**config.mk**
```make
export PLATFORM = sky130hd
export DESIGN_NAME = countdown_modulo_k
export DESIGN_NICKNAME = d
export VERILOG_FILES = /design/src/rtl/countdown_modulo_k.sv
export SDC_FILE = /design/constraint.sdc
export NUM_CORES = 1
export LEC_CHECK = 0
export BUFFER_PORTS_ARGS = -buffer_cell sky130_fd_sc_hd__buf_2
export CAP_MARGIN = 10
export CORE_AREA = 5 5 42 44
export CTS_CLUSTER_DIAMETER = 30
export DETAILED_ROUTE_END_ITERATION = 10
export DIE_AREA = 0 0 47 49
export HOLD_SLACK_MARGIN = 0.02
export SYNTH_ARGS = -nofsm -noshare
export SYNTH_HDL_FRONTEND = slang
export SYNTH_SLANG_ARGS = --single-unit
```
**constraint.sdc**
```tcl
create_clock -name clk -period 4 [get_ports clk]
set_input_delay 0.6 -clock clk [delete_from_list [all_inputs] [get_ports clk]]
set_output_delay 0.6 -clock clk [all_outputs]
set_load 0.05 [all_outputs]
```
**src/rtl/countdown_modulo_k.sv**
```systemverilog
// countdown_modulo_k: modulo-K down counter with IDLE/RUN/DONE control FSM.
// The count can be preset in IDLE (saturated to K-1). Once started it
// decrements on each enabled cycle and finishes with a one-cycle done pulse.
// Optional feature macro: COUNTDOWN_AUTO_RELOAD_EN. When defined, the terminal
// event reloads the stored preset and keeps counting instead of going to DONE.
// Reset aclr is asynchronous and active-low.
module countdown_modulo_k #(
  parameter  int unsigned K = 10,
  localparam int unsigned N = (K > 2) ? $clog2(K) : 1
) (
  input  logic         clk,
  input  logic         aclr,
  input  logic         enable,
  input  logic         load,
  input  logic [N-1:0] load_val,
  input  logic         start,
  input  logic         stop,
  output logic [N-1:0] Q,
  output logic         borrow,
  output logic         busy,
  output logic         done
);

  localparam logic [N-1:0] KM1  = N'(K - 1);
  localparam logic [N-1:0] ZERO = '0;
  localparam logic [N-1:0] ONE  = N'(1);

  typedef enum logic [1:0] {
    S_IDLE = 2'd0,
    S_RUN  = 2'd1,
    S_DONE = 2'd2
  } state_t;

  state_t       r_state;
  state_t       w_state_nxt;
  logic [N-1:0] r_q;
  logic [N-1:0] w_q_nxt;
  logic         r_done;
  logic         w_done_nxt;
  logic [N-1:0] w_load_sat;
  logic         w_q_zero;

`ifdef COUNTDOWN_AUTO_RELOAD_EN
  logic [N-1:0] r_reload;
  logic [N-1:0] w_reload_nxt;
`endif

  // Presets above the modulus clamp to the largest legal count.
  assign w_load_sat = (32'(load_val) > (K - 1)) ? KM1 : load_val;
  assign w_q_zero   = (r_q == ZERO);

  // State, count and done pulse registers; reset forces an idle, zeroed block.
  always_ff @(posedge clk or negedge aclr) begin
    if (!aclr) begin
      r_state <= S_IDLE;
      r_q     <= ZERO;
      r_done  <= 1'b0;
    end else begin
      r_state <= w_state_nxt;
      r_q     <= w_q_nxt;
      r_done  <= w_done_nxt;
    end
  end

`ifdef COUNTDOWN_AUTO_RELOAD_EN
  // Stored reload value, written only by an IDLE preset.
  always_ff @(posedge clk or negedge aclr) begin
    if (!aclr) r_reload <= KM1;
    else       r_reload <= w_reload_nxt;
  end
`endif

  // Next-state, next-count and done-pulse decode.
  always_comb begin
    w_state_nxt = r_state;
    w_q_nxt     = r_q;
    w_done_nxt  = 1'b0;
`ifdef COUNTDOWN_AUTO_RELOAD_EN
    w_reload_nxt = r_reload;
`endif
    case (r_state)
      S_IDLE: begin
        // load and start may coincide: preset lands on the same edge RUN begins.
        if (load) begin
          w_q_nxt = w_load_sat;
`ifdef COUNTDOWN_AUTO_RELOAD_EN
          w_reload_nxt = w_load_sat;
`endif
        end
        if (start) w_state_nxt = S_RUN;
      end
      S_RUN: begin
        // stop wins over enable and leaves the count where it is.
        if (stop) begin
          w_state_nxt = S_IDLE;
        end else if (enable) begin
          if (!w_q_zero) begin
            w_q_nxt = r_q - ONE;
          end else begin
`ifdef COUNTDOWN_AUTO_RELOAD_EN
            w_q_nxt    = r_reload;
            w_done_nxt = 1'b1;
`else
            w_state_nxt = S_DONE;
            w_done_nxt  = 1'b1;
`endif
          end
        end
      end
      S_DONE: begin
        // One-cycle terminal state; done is high exactly while here.
        w_state_nxt = S_IDLE;
      end
      default: begin
        w_state_nxt = S_IDLE;
      end
    endcase
  end

  assign Q      = r_q;
  assign borrow = w_q_zero;
  assign busy   = (r_state == S_RUN);
  assign done   = r_done;

endmodule

```
* Yosys cells after proc, flatten, opt, wreduce, memory -nomap -nowiden
Index checks and enable logic that the tools add are counted.
W data, S select, Z words.
** Operators by class
- Reduce and logical (&&, ||, !) cells :: 5
- Add/sub/neg operators :: 1
- Equality and inequality tests :: 8
- Mux-type cells :: 15
- Magnitude comparators :: 1
** Operators by type and width (number)
- $mux W4 :: 5
- $ne A2 B2 Y1 const B :: 5
- $mux W2 :: 4
- $pmux W4 S2 :: 1
- $ne A3 B3 Y1 const B :: 2
- $reduce_and A5 Y1 :: 1
- $gt A4 B4 Y1 const B :: 1
- $logic_not A4 Y1 :: 1
- $mux W1 :: 4
- $pmux W2 S2 :: 1
- $sub A4 B1 Y4 const B :: 1
- $reduce_and A3 Y1 :: 1
- $eq A2 B1 Y1 const B :: 1
- $logic_not A2 Y1 :: 1
- $reduce_bool A2 Y1 :: 1
** Word-level totals
- Flip-flop bits (word level) :: 7
- Logic and storage cells :: 33
- Input bits :: 10
- Output and inout port bits :: 7

* Longest topological paths before layout
- Depth after elaboration :: 5
- Gate-level depth with buffers :: 7
- Depth with buffers taken out :: 7

* Worst setup path before layout
OpenSTA, ideal clock, no wires.
- Kind :: register to output
- From :: register r_q[0] (netlist: Q[0])
- To :: output borrow
- Cell stages (with the launch flop) :: 5
- Data arrival time :: 1602 ps
- Path buffers :: 0
- Required time :: 3400 ps
- Path slack :: 1798 ps
- Cells stage by stage :: dfrtp_1 -> inv_1 -> ha_1 -> or3b_4 -> inv_1
** On the way
- Word-level cells in the longest chain between the ends :: 1
** Ends and longest elaborated chain
- start: declaration :: RTL line 36 : logic [N-1:0] r_q;
- start signal: assignment :: RTL line 60 : r_q <= w_q_nxt;
- $logic_not A4 Y1 :: RTL line 50 : assign w_q_zero = (r_q == ZERO);
- end: declaration :: RTL line 19 : output logic borrow,
Every way passes these cells.

* Final worst setup path
Ends and elaborated chain as after synthesis.

==> qor.yml <==
cts:
  cts_root_buf: "clkbuf_4"
  clock-sinks: 7
  cts_hold_buf: 0
  htreeDepth: 1
  numCtsBuffers: 3
  clockBufferDepth: 2
  clkSlewWorstSetupHoldPaths_ps: 60
  cts_setup_buffers: 0
  cts_resized: 0
  worstSkewPairLatency_ps: 260
  cts_tree: "done"
worst_setup_path:
  required_ps: 3400
  worstSetupPathType: "flip-flop to output pin"
  cp.arrival_ps: 1690
  end_kind: "output pin"
  worstPathMaxFanout: 5
  r2r_start: "Q[0]"
  startpoint_type: "flip-flop"
  crit_start: "Q[0]"
die:
  fp.dieW_um: 47
  dieArea_mm2: 0.00230
  die_h_um: 49
  start_util: 0.292
  coreArea_mm2: 0.00140
  ios: 17
  rows: 14
sta:
  timing.setup.tns_ps: 0
  fin_worst_skew_ps: 2.44
  max_freq_mhz: 436
  slew_headroom: 0.753
  period_share: 0.574
  hold_viol: 0
  setup_viol: 0
  worst_slew_pin_slew_ps: 371
  rsz0062_at_grt: "no"
  slew_violations: 0
  period_needed_ps: 2290
  whs_ps: 163
global_route:
  grt_use_total: 0.0998
  grt_pass1_wl_um: 1560
  overflow: 0
  grt_max_degree: 10
  grt_pass1_vias: 370
  antenna_found_initial: 0
finish:
  drive_above_1_share: 0.349
  finalNonFillerCells: 79
  syn2layout_area_growth_pct: 29.1
  diodes: 0
  nNetsFinal: 75
routing:
  via_count: 391
  wire_per_inst_um: 12.0
  drt_iter0_markers: 5
  drt_pass1_iterations: 4
  routed_wl_um: 948
  viasPerCell: 4.95
  drc: 0
  ant_nets: 0
power:
  finalPower_mw: 0.424
  p_leak_nw: 0.274
  powerDensity_mw_per_mm2: 803
  vdd_drop_max_mv: 0.281
min_path:
  hold_class: "primary input to asynchronous set/reset pin"
yosys:
  yosysTopAreaCell: "dfrtp_1"
  synth.area.top_cells: "dfrtp_1, a32oi_4, nor2_1"
  ys_seq_area_frac: 0.428
  post_synth_num_cell_types: 22
  syn_nets: 55
  synth_warnings: 0
  yosys_register_bits: 7
  syn_area_per_cell_um2: 9.30
  syn_area_um2: 409
  synthCells: 44
  netlist.area_leader.share: 0.428
placement:
  portBuffers: 16
  placed_cells: 75
  hpwl_um: 762
  gp_congestion: 0.739
flow_run:
  cap_viol_max_count: 0
run_status:
  status: "completed"
## layout by cell type (no fill, tap or decap)
cell type and instances:
a22oi_1 1, o21a_1 1, buf_2 16, or3_1 1
and3_1 2, mux2i_1 1, inv_4 1, o211ai_1 1
clkbuf_1 1, o21ai_0 4, or3b_4 1, a31oi_1 2
nor2_1 7, nand2_1 2, nand2b_1 1, a32oi_4 1
o22a_1 1, dfrtp_1 7, ha_1 1, clkbuf_4 3
nor2b_1 1, inv_1 4, nor3_1 1, a21oi_1 2
## flip-flops by register name (all words and copies together), names as in the netlist
| signal | count |
|---|---|
| Q | 4 |
| done | 1 |
| r_state | 2 |
## cell families (layout without fill, tap and decap cells)
family,count (synthesis),count (layout),share of synthesized area
AO/OA/AOI/OAI,13,13,0.248
adder cells (fa/ha/maj),1,1,0.0306
buffers and inverters,6,25,0.0703
flip-flops,7,7,0.428
multiplexers,1,1,0.0245
AND/OR/NAND/NOR,16,16,0.199
## power by group
part / total (mW) / internal (mW) / leakage, nW / switching [mW]
clock network: 0.0678 / 0.0383 / 0.0150 / 0.0296
logic: 0.237 / 0.0696 / 0.170 / 0.168
registers: 0.119 / 0.0940 / 0.0881 / 0.0247
total: 0.424 / 0.202 / 0.274 / 0.222
## layer usage
metal | vias to the layer above | global-route usage | wire (um)
li1 | 197 | - | -
met1 | 180 | 0.114 | 403
met2 | 10 | 0.136 | 455
met3 | 4 | 0.0443 | 50
met4 | 0 | 0.0829 | 38
met5 | - | 0 | 0
## critical path, cell delays in order (launching register included)
cell and delay (ps):
dfrtp_1 420, inv_1 70, ha_1 170, or3b_4 410
inv_1 100, buf_2 270
## metrics by stage
stage,util,instance area (um^2),worst slack (ps)
after floorplan,-,409,1800
after global placement,0.358,502,2010
after detailed placement,0.358,502,1980
after CTS,0.377,528,1700
after global routing,0.377,528,1630
final,0.377,528,1710
## synth_stat cells
cell      number
nand2b_1       1
mux2i_1        1
a31oi_1        2
o21ai_0        4
or3b_4         1
a22oi_1        1
and3_1         2
ha_1           1
inv_1          4
nor2b_1        1
nand2_1        2
inv_4          1
o21a_1         1
o211ai_1       1
a32oi_4        1
nor3_1         1
nor2_1         7
or3_1          1
o22a_1         1
dfrtp_1        7
a21oi_1        2
buf_4          1
## cell type report
| cell class | count | area [um^2] |
|---|---|---|
| inverters | 5 | 21.3 |
| flip-flops and latches | 7 | 175 |
| well taps | 16 | 20.0 |
| clock buffers | 4 | 26.3 |
| repair buffers | 16 | 80.1 |
| fillers | 154 | 873 |
| multi-input cells | 31 | 205 |
## worst paths after layout
check | endpoint | slack (ps) | cells after the start
hold / removal | Q[0] | 160 | 1
setup / recovery | borrow | 1710 | 5
setup reg to reg | Q[2] | 2260 | 6
max in group asynchronous | r_state[1] | 3680 | 1
min in group clk | r_state[0] | 450 | 1
hold reg to reg | r_state[0] | 450 | 1
Note: power is estimated with default switching activity, not from simulation.
